### config.mk
export PLATFORM = sky130hd
export DESIGN_NAME = pipe_alu
export DESIGN_NICKNAME = d
export VERILOG_FILES = /design/src/rtl/pipe_alu.sv
export SDC_FILE = /design/constraint.sdc
export NUM_CORES = 1
export LEC_CHECK = 0
export ABC_AREA = 1
export CELL_PAD_IN_SITES_DETAIL_PLACEMENT = 2
export CELL_PAD_IN_SITES_GLOBAL_PLACEMENT = 2
export CORE_MARGIN = 8
export CORE_UTILIZATION = 32
export DETAILED_ROUTE_END_ITERATION = 8
export PLACE_DENSITY_LB_ADDON = 0.1
export SLEW_MARGIN = 40
export SYNTH_ARGS = -nofsm -noshare
export SYNTH_HDL_FRONTEND = slang
export SYNTH_SLANG_ARGS = --single-unit
### constraint.sdc
create_clock -name CLK -period 2.15 [get_ports CLK]
set_input_delay 0.645 -clock CLK [delete_from_list [all_inputs] [get_ports CLK]]
set_output_delay 0.645 -clock CLK [all_outputs]
set_load 0.01 [all_outputs]
### src/rtl/pipe_alu.sv
// Pipelined ALU with valid/ready handshake; single-cycle ops have latency 1 and full throughput, the output register stalls under OUT_READY=0.
// Define PIPE_ALU_MUL_EN to turn opcode 111 into an N-cycle iterative unsigned multiply (replaces SRL).
module pipe_alu #(
  parameter int N  = 32,
  parameter int SW = $clog2(N)
) (
  input  logic         CLK,
  input  logic         RSTN,
  input  logic         IN_VALID,
  output logic         IN_READY,
  input  logic [N-1:0] A,
  input  logic [N-1:0] B,
  input  logic [2:0]   OP,
  output logic         OUT_VALID,
  input  logic         OUT_READY,
  output logic [N-1:0] C,
  output logic         OV,
  output logic         Z
);

  localparam logic [2:0] OP_ADD = 3'b000;
  localparam logic [2:0] OP_AND = 3'b001;
  localparam logic [2:0] OP_OR  = 3'b010;
  localparam logic [2:0] OP_NOR = 3'b011;
  localparam logic [2:0] OP_SUB = 3'b100;
  localparam logic [2:0] OP_SLT = 3'b101;
  localparam logic [2:0] OP_SLL = 3'b110;
  localparam logic [2:0] OP_SRL = 3'b111;

  typedef enum logic {IDLE, BUSY} state_t;

  state_t       state, next_state;
  logic         accept;
  logic         is_mul;
  logic         mul_done;
  logic [N-1:0] mul_c;
  logic [N-1:0] sum, diff;
  logic [N-1:0] alu_c;
  logic         alu_ov;

  assign accept = IN_VALID && IN_READY;
  assign sum    = A + B;
  assign diff   = A - B;

  always_comb begin
    alu_c  = '0;
    alu_ov = 1'b0;
    unique case (OP)
      OP_ADD: begin
        alu_c  = sum;
        alu_ov = (A[N-1] == B[N-1]) && (sum[N-1] != A[N-1]);
      end
      OP_AND: alu_c = A & B;
      OP_OR:  alu_c = A | B;
      OP_NOR: alu_c = ~(A | B);
      OP_SUB: begin
        alu_c  = diff;
        alu_ov = (A[N-1] != B[N-1]) && (diff[N-1] != A[N-1]);
      end
      OP_SLT: alu_c = {{(N-1){1'b0}}, ($signed(A) < $signed(B))};
      OP_SLL: alu_c = A << B[SW-1:0];
`ifndef PIPE_ALU_MUL_EN
      OP_SRL: alu_c = A >> B[SW-1:0];
`endif
      default: alu_c = '0;
    endcase
  end

`ifdef PIPE_ALU_MUL_EN
  logic [SW-1:0] cnt;
  logic [N-1:0]  acc, mcand, mplier, acc_next;

  assign is_mul   = (OP == 3'b111);
  assign mul_done = (state == BUSY) && (cnt == SW'(N - 1));
  assign acc_next = acc + (mplier[0] ? mcand : '0);
  // The final partial product is folded in on the done edge, so mul_c is acc_next.
  assign mul_c    = acc_next;

  always_ff @(posedge CLK or negedge RSTN) begin
    if (!RSTN) begin
      cnt    <= '0;
      acc    <= '0;
      mcand  <= '0;
      mplier <= '0;
    end else if (accept && is_mul) begin
      cnt    <= '0;
      acc    <= '0;
      mcand  <= A;
      mplier <= B;
    end else if (state == BUSY) begin
      cnt    <= cnt + 1'b1;
      acc    <= acc_next;
      mcand  <= mcand << 1;
      mplier <= mplier >> 1;
    end
  end
`else
  assign is_mul   = 1'b0;
  assign mul_done = 1'b0;
  assign mul_c    = '0;
`endif

  always_ff @(posedge CLK or negedge RSTN) begin
    if (!RSTN) state <= IDLE;
    else       state <= next_state;
  end

  always_comb begin
    next_state = state;
    unique case (state)
      IDLE:    if (accept && is_mul) next_state = BUSY;
      BUSY:    if (mul_done) next_state = IDLE;
      default: next_state = IDLE;
    endcase
  end

  always_comb begin
    IN_READY = RSTN && (state == IDLE) && (!OUT_VALID || OUT_READY);
  end

  // Accepting a multiply with a pending result only happens alongside its transfer, so OUT_VALID clears.
  always_ff @(posedge CLK or negedge RSTN) begin
    if (!RSTN) begin
      OUT_VALID <= 1'b0;
      C         <= '0;
      OV        <= 1'b0;
      Z         <= 1'b0;
    end else if (accept && !is_mul) begin
      OUT_VALID <= 1'b1;
      C         <= alu_c;
      OV        <= alu_ov;
      Z         <= (alu_c == '0);
    end else if (mul_done) begin
      OUT_VALID <= 1'b1;
      C         <= mul_c;
      OV        <= 1'b0;
      Z         <= (mul_c == '0);
    end else if (OUT_VALID && OUT_READY) begin
      OUT_VALID <= 1'b0;
    end
  end

endmodule

==> results by group, run 1 <==
Synthesis
  • Ranking of synthesized cells by area: nand2_1 (23%), nand3_1 (21%), ha_1 (11%), inv_1 (8.4%), dfrtp_1 (8.0%)
  • Register bit total from synthesis: 35
  • Synthesized area per cell: 5.15 sq um
  • Post-synth EDFFs: 0
  • Warnings, synthesis: 0
  • Synth unique cells: 42
  • Synthesized cell area: 10900 sq um
  • Yosys top cell by area: nand2_1
  • Main synth FF type: dfrtp_1
  • Syn Inst Count: 2124
  • Async SR Flop Fraction: 1.00
  • Post-synthesis sequential area ratio: 0.0801
  • Synth top area share: 0.229
  • Synth Net Count: 2294

Placed design
  • RePlAce Congestion: approximately 1.1
  • HPWL Detailed: approximately 76 mm
  • IO buf count: 106

Status
  • Failing step: detailed placement (3_5_place_dp)
  • Stop Error: [ERROR DPL-0033] detailed placement checks failed during check placement.
  • Status: aborted with a tool error

Die
  • Die Y-Extent: between 200 and 250 um
  • Chip width: 201 um
  • Initial Utilization: 0.325
  • Row Count: 67
  • Top Ports: 107
per-stage QoR:
step	worst slack (ns)	hold WS (ns)
2_1_floorplan	-0.526	0.349
3_3_place_gp	-1.81	0.465
logic make-up after synthesis:
family / share of synthesized area
flip-flops: 0.0801
multiplexers: 0.000915
buffers and inverters: 0.134
AND/OR/NAND/NOR: 0.562
AO/OA/AOI/OAI: 0.104
adder cells (fa/ha/maj): 0.115
XOR/XNOR: 0.00400
cells in the mapped netlist, types with 2 or more instances:
library cell and count:
o211ai_1 12, and3_1 5, o21ai_0 61, buf_2 50, nor3_1 17, clkbuf_1 22
nand2_1 666, nand3b_1 4, xor2_1 5, and2_1 8, or2_2 3, dfrtp_1 35
a221oi_2 3, nand4_1 35, buf_6 7, a211oi_1 2, a31oi_1 8, nand3_1 453
buf_1 14, o21ai_1 4, inv_2 9, fa_1 2, nand3_2 2, o221ai_1 2
nor2_2 5, inv_1 245, o21a_1 4, ha_1 97, o21bai_1 10, o22ai_1 6
a21o_1 2, buf_4 6, a22oi_1 2, nor2_1 229, a21oi_1 82
==> run 2, diff against run 1 <==
==> config.mk (replaced) <==
export PLATFORM = sky130hd
export DESIGN_NAME = pipe_alu
export DESIGN_NICKNAME = d
export VERILOG_FILES = /design/src/rtl/pipe_alu.sv
export SDC_FILE = /design/constraint.sdc
export NUM_CORES = 1
export LEC_CHECK = 0
export ABC_AREA = 1
export CORE_MARGIN = 8
export CORE_UTILIZATION = 40
export DETAILED_ROUTE_END_ITERATION = 8
export PLACE_DENSITY_LB_ADDON = 0.15
export SLEW_MARGIN = 40
export SYNTH_ARGS = -nofsm -noshare
export SYNTH_HDL_FRONTEND = slang
export SYNTH_SLANG_ARGS = --single-unit
==> results by group, run 2 <==
Timing
  • WHS: ~0.48 ns
  • Rel. slew slack: 0.651
  • RSZ-0062 raised after global routing: yes
  • Final Skew: about 0.0050 ns
  • Finish-stage setup viols: 33
  • Max frequency: 317 MHz
  • Period utilization: 1.47
  • Final hold vios: 0
  • Slew Limit Fails: 0
  • Worst slew pin tran: 0.522 ns
  • Setup TNS: -12.81 ns
  • Minimum clock period: between 3 and 4 ns
  • Fin worst setup slack: -1.00 ns

Die
  • Initial Utilization: 0.407 (+0.0816)
  • Top Ports: 107 (unchanged)
  • Row Count: 60 (-10%)
  • Die Y-Extent: 181 um (-9.7%)
  • Die ar.: ~33000 sq um
  • Core ar.: around 27000 sq um
  • Chip width: 181 um (-9.7%)

Final layout
  • Multi-input logic area: 11900 sq um
  • Final Instance Count excl. Fillers: 3118
  • Layout area overhead: 89.6%
  • Final #Nets: ~3000
  • FF/Latch Area: 876 sq um
  • Max reg flops: 32
  • Post-route cell area: 20700 sq um
  • Share of layout cells above drive strength 1: 0.521
  • Most frequent cells in the layout: buf_4 (553), nand2_1 (461), nand3_1 (334)
  • Fill cells: 1960
  • Biggest register: C
  • Commonest non-fill, non-tap cell in the layout: buf_4

Synthesis
  • Synth cell count leaders: nand2_1 (666), nand3_1 (453), inv_1 (245)
  • Warnings, synthesis: 0 (unchanged)
  • Async SR Flop Fraction: 1.00 (unchanged)
  • Syn Inst Count: 2124 (unchanged)
  • Register bit total from synthesis: 35 (unchanged)
  • Yosys top cell by area: nand2_1
  • Top-count cell post-synth: nand2_1
  • Synth Net Count: 2294 (unchanged)
  • Synth top area share: 0.229 (unchanged)
  • Synth unique cells: 42 (unchanged)
  • Synthesized area per cell: 5.15 sq um (unchanged)
  • Main synth FF type: dfrtp_1
  • Post-synthesis sequential area ratio: 0.0801 (unchanged)
  • Ranking of synthesized cells by area: nand2_1 (23%), nand3_1 (21%), ha_1 (11%), inv_1 (8.4%), dfrtp_1 (8.0%)
  • Synthesized cell area: 10900 sq um (unchanged)
  • Post-synth EDFFs: 0 (unchanged)

CTS
  • Maximum clock path buffer count: 2
  • Clock latency on the worst-skew pair: 0.29 ns
  • CTS Root Buffer Type: clkbuf_16
  • CTS clk-pin slew, worst paths: 0.06 ns
  • CTS tree: built
  • # clock sinks: 35
  • H-tree depth: 2
  • CTS buffer count: 5

Placed design
  • Placed insts: 3005
  • Dpl cell area: 16300 sq um
  • IO buf count: 106 (unchanged)
  • HPWL Detailed: 54.0 mm (-29%)
  • RePlAce Congestion: 1.06 (-0.30%)
  • Setup Slack @ Placement: -1.99 ns

Global route
  • Largest net degree at the start of global routing: 46
  • GRT overflow: 0
  • GRT Overall Usage: 0.396
  • Initial antenna violation count: 0
  • First-pass GRT wire length: 101 mm
  • Vias in the first global route: 17800

Routing
  • Initial DRC count: 2429
  • Total Routed Length: 73.3 mm
  • DRT antenna net count: 0
  • Number of vias per cell: 6.01
  • DRT Pass-1 Iters: 6
  • Vias: 18700
  • DR WL/cell: 23.5 um
  • DR DRC count: 0

Power and ir drop
  • PD cells: 380 nW/um^2
  • Peak VDD IR: 358 uV
  • Static Leak: 0.0103 uW

Worst setup path
  • Worst EP arrival: approximately 3.4 ns
  • Worst path required time: ~2.4 ns
  • Critical path class: input pin to register
  • Critical Path Start Type: input pin
  • Setup crit end kind: register
  • R2R Path Start: OUT_VALID
  • Crit path max fanout: 6
  • Critical path origin: A[11]

Hold path
  • Worst min-delay path category: register to register
  • Hold path startpoint: C[17]

Status
  • Failing checks: negative setup slack
  • Status: finished with violations

Flow run
  • Max Cap Viol: 0
[run 2: layout make-up]
| cell class | instances | area share |
|---|---|---|
| clock buffers | 7 | 0.00736 |
| flip-flops and latches | 35 | 0.0422 |
| multi-input cells | 1735 | 0.573 |
| well taps | 341 | 0.0206 |
| repair buffers | 743 | 0.307 |
| inverters | 255 | 0.0492 |
| diodes | 1 | 0.000121 |
| clock inverters | 1 | 0.000362 |
[run 2: repair_timing]
item / in CTS / in global routing
gates resized for setup: 947 / 319
hold buffers: 0 / 0
endpoints found under the setup margin: 35 / 35
pin swaps: 213 / 156
cloned: 3 / 0
buffers inserted: 80 / 36
[run 2: cell families after synthesis]
| group | after synthesis | share of synthesized area |
|---|---|---|
| AO/OA/AOI/OAI | 200 | 0.104 |
| AND/OR/NAND/NOR | 1430 | 0.562 |
| multiplexers | 1 | 0.000915 |
| buffers and inverters | 354 | 0.134 |
| flip-flops | 35 | 0.0801 |
| adder cells (fa/ha/maj) | 99 | 0.115 |
| XOR/XNOR | 5 | 0.00400 |
[run 2: metrics by stage]
step,power [uW],util
2_1_floorplan,2850,-
3_3_place_gp,5220,0.606
3_5_place_dp,5270,0.606
4_1_cts,7080,0.720
5_1_grt,8180,0.772
6_report,7880,0.772
[run 2: worst paths after layout]
path | to | slack (ns) | cells past startpoint
setup / recovery | Z | -1.00 | 18
hold / removal | C[17] | 0.48 | 2
setup reg to reg | Z | 0.58 | 13
hold reg to reg | C[17] | 0.48 | 2
max in group asynchronous | C[3] | 1.00 | 2
min in group asynchronous | OUT_VALID | 0.82 | 2
[run 2: where the power goes]
part	switching [uW]	internal (uW)	total (uW)
Sequential	74.7	782	857
Clock	325	494	819
Combinational	3470	2730	6210
Total	3870	4010	7880
[run 2: routing by layer]
layer,wire length (um),up-vias,GRT usage
met5,0,-,0
met4,5820,0,0.208
met3,8290,450,0.0707
met2,32000,1386,0.646
met1,27200,8678,0.492
li1,-,8235,-
[run 2: worst max-delay path, cell delays in order]
cell     delay (ns)
buf_4          0.12
inv_2          0.05
ha_4           0.41
buf_6          0.14
nand2_1        0.08
inv_4          0.12
nand2_4        0.09
nor2_4         0.12
nand4_1        0.44
nand4_1        0.35
a21oi_4        0.10
nor2_4         0.17
nand2_2        0.08
nor2_2         0.14
nand3_1        0.09
nor2_1         0.08
nand2_1        0.07
nand2_1        0.06
(Power assumes the default switching activity.)
==> run 3, diff against run 2 <==
--- a/config.mk
+++ b/config.mk
@@ -9,7 +9,7 @@
 export CORE_MARGIN = 8
 export CORE_UTILIZATION = 40
 export DETAILED_ROUTE_END_ITERATION = 8
-export PLACE_DENSITY_LB_ADDON = 0.15
+export PLACE_DENSITY = 0.56
 export SLEW_MARGIN = 40
 export SYNTH_ARGS = -nofsm -noshare
 export SYNTH_HDL_FRONTEND = slang
==> results by group, run 3 (synthesis results as in run 2) <==
Final layout
  • Final #Nets: 2917 (-0.95%)
  • Layout area overhead: 92.0%
  • Biggest register: C
  • Share of layout cells above drive strength 1: 0.532 (+0.0104)
  • Fill cells: 1885 (-3.8%)
  • FF/Latch Area: 876 sq um (unchanged)
  • Commonest non-fill, non-tap cell in the layout: buf_4
  • Multi-input logic area: 12200 sq um (+2.4%)
  • Max reg flops: 32 (unchanged)
  • Most frequent cells in the layout: buf_4 (507), nand2_1 (416), nand3_1 (345)
  • Final Instance Count excl. Fillers: 3091 (-0.87%)

CTS
  • CTS clk-pin slew, worst paths: 0.06 ns (about the same)
  • H-tree depth: 2 (unchanged)
  • CTS tree: built
  • Clock latency on the worst-skew pair: 0.29 ns (about the same)
  • # hold bufs at CTS: 0 (unchanged)
  • # clock sinks: 35 (unchanged)
  • CTS buffer count: 5 (unchanged)
  • CTS Root Buffer Type: clkbuf_16
  • Maximum clock path buffer count: 2 (unchanged)

Global route
  • GRT Overall Usage: 0.391 (-0.00510)
  • Vias in the first global route: 17500 (-1.8%)
  • Initial antenna violation count: 3 (+3)
  • Largest net degree at the start of global routing: 47 (+2.2%)
  • GRT overflow: 0 (unchanged)
  • First-pass GRT wire length: 100 mm (-1.1%)

Status
  • Status: finished with violations
  • Failing checks: negative setup slack

Hold path
  • Hold path endpoint: C[3]
  • Worst min-delay path category: register to register
  • Worst hold path depth: 2 (unchanged)
  • Hold path startpoint: C[3]

Power and ir drop
  • PD cells: 386 nW/um^2 (+1.5%)
  • Peak VDD IR: 421 uV (+18%)
  • Total power: 8100 uW (+2.8%)
  • Static Leak: 0.0103 uW (+0.45%)

Timing
  • Fin worst setup slack: -0.664 ns (+0.339 ns)
  • Final Skew: 0.0100 ns (+0.00507 ns)
  • Max frequency: 355 MHz (+12%)
  • Rel. slew slack: 0.645 (-0.00558)
  • Final hold vios: 0 (unchanged)
  • Period utilization: 1.31 (-0.158)
  • Worst slew pin tran: 0.532 ns (+0.00985 ns)
  • RSZ-0062 raised after global routing: yes
  • Finish-stage setup viols: 34 (+3.0%)
  • Minimum clock period: 2.81 ns (-0.339 ns)
  • Slew Limit Fails: 0 (unchanged)

Worst setup path
  • Critical path class: input pin to register
  • R2r setup slk: 0.66 ns (+0.08 ns)
  • Critical Path Start Type: input pin
  • Setup crit end kind: register
  • R2R Path Start: OUT_VALID
  • Worst EP arrival: 3.05 ns (-0.33 ns)
  • Crit path max fanout: 4 (-2)
  • Worst path required time: 2.39 ns (about the same)
  • R2r endpoint: Z
  • Worst R2R Path Depth: 12 (-1)

Routing
  • Total Routed Length: 75.9 mm (+3.5%)
  • DRT Pass-1 Iters: 8 (+2)
  • DR DRC count: 0 (unchanged)
  • Number of vias per cell: 6.19 (+3.0%)
  • DRT antenna net count: 0 (unchanged)
  • DR WL/cell: 24.5 um (+4.4%)
  • Vias: 19100 (+2.1%)
  • Initial DRC count: 2970 (+22%)

Die
  • Die ar.: 32900 sq um (unchanged)
  • Top Ports: 107 (unchanged)
  • Core ar.: 26900 sq um (unchanged)
  • Chip width: 181 um (unchanged)
  • Row Count: 60 (unchanged)
  • Initial Utilization: 0.407 (unchanged)
  • Die Y-Extent: 181 um (unchanged)

Placed design
  • RePlAce Congestion: 1.09 (+3.4%)
  • IO buf count: 106 (unchanged)
  • HPWL Detailed: 53.7 mm (-0.62%)
  • Placed insts: 2987 (-0.60%)
  • Setup Slack @ Placement: -1.84 ns (+0.145 ns)

Flow run
  • Max Cap Viol: 0 (unchanged)
run 3: timing repair:
item,in CTS,in global routing
setup endpoints to repair,35,34
gates cloned,1,3
gates resized for setup,989,445
hold endpoints to repair,0,0
pin swaps,222,189
buffers inserted,66,45
run 3: how the worst max path moves through the flow:
| stage | start | end | slack [ns] | depth (start not counted) |
|---|---|---|---|---|
| 2_1_floorplan | B[3] | Z | -0.53 | 25 |
| 3_3_place_gp | A[0] | Z | -1.83 | 21 |
| 3_5_place_dp | A[0] | Z | -1.84 | 21 |
| 4_1_cts | A[0] | Z | -0.50 | 21 |
| 5_1_grt | B[10] | Z | -0.80 | 19 |
| 6_report | A[9] | Z | -0.66 | 20 |
run 3: critical path, stage by stage:
cell and delay (ns):
buf_4 0.12, buf_6 0.16, ha_4 0.19, inv_2 0.05, o21ai_2 0.42, a21oi_4 0.12
nand2_1 0.10, nand2_1 0.10, nand3_1 0.12, nand2_1 0.06, nand3_1 0.09, nand2_1 0.08
nor2_1 0.15, buf_4 0.17, nand2_1 0.06, nor2_1 0.11, nand3_1 0.09, nor2_1 0.09
nand2_1 0.05, nand2_1 0.05
run 3: routing by layer:
metal,GRT usage,up-vias,share of wire
li1,-,8200,-
met1,0.500,8821,0.37
met2,0.631,1576,0.43
met3,0.0693,534,0.12
met4,0.179,4,0.081
met5,0,-,0.00084
run 3: final cells by class:
| class | instances | area share |
|---|---|---|
| multi-input cells | 1735 | 0.580 |
| repair buffers | 715 | 0.298 |
| inverters | 255 | 0.0513 |
| flip-flops and latches | 35 | 0.0417 |
| well taps | 341 | 0.0203 |
| clock buffers | 6 | 0.00661 |
| clock inverters | 2 | 0.00185 |
| diodes | 2 | 0.000238 |
run 3: metrics by stage:
stage	instance area, sq um	hold slack, ns	setup TNS [ns]	util
after global routing	21000	0.488	-13.71	0.781
after CTS	19100	0.482	-6.74	0.712
final	21000	0.476	-11.28	0.782
after detailed placement	16100	0.464	-41.87	0.600
after global placement	16100	0.466	-41.26	0.600
after floorplan	11100	0.349	-6.69	-
run 3: power breakdown:
part           switching [uW]  internal [uW]  leakage, uW
sequential               75.6            782     0.000451
clock                     304            583    0.0000875
combinational            3610           2740      0.00977
total                    3990           4110       0.0103
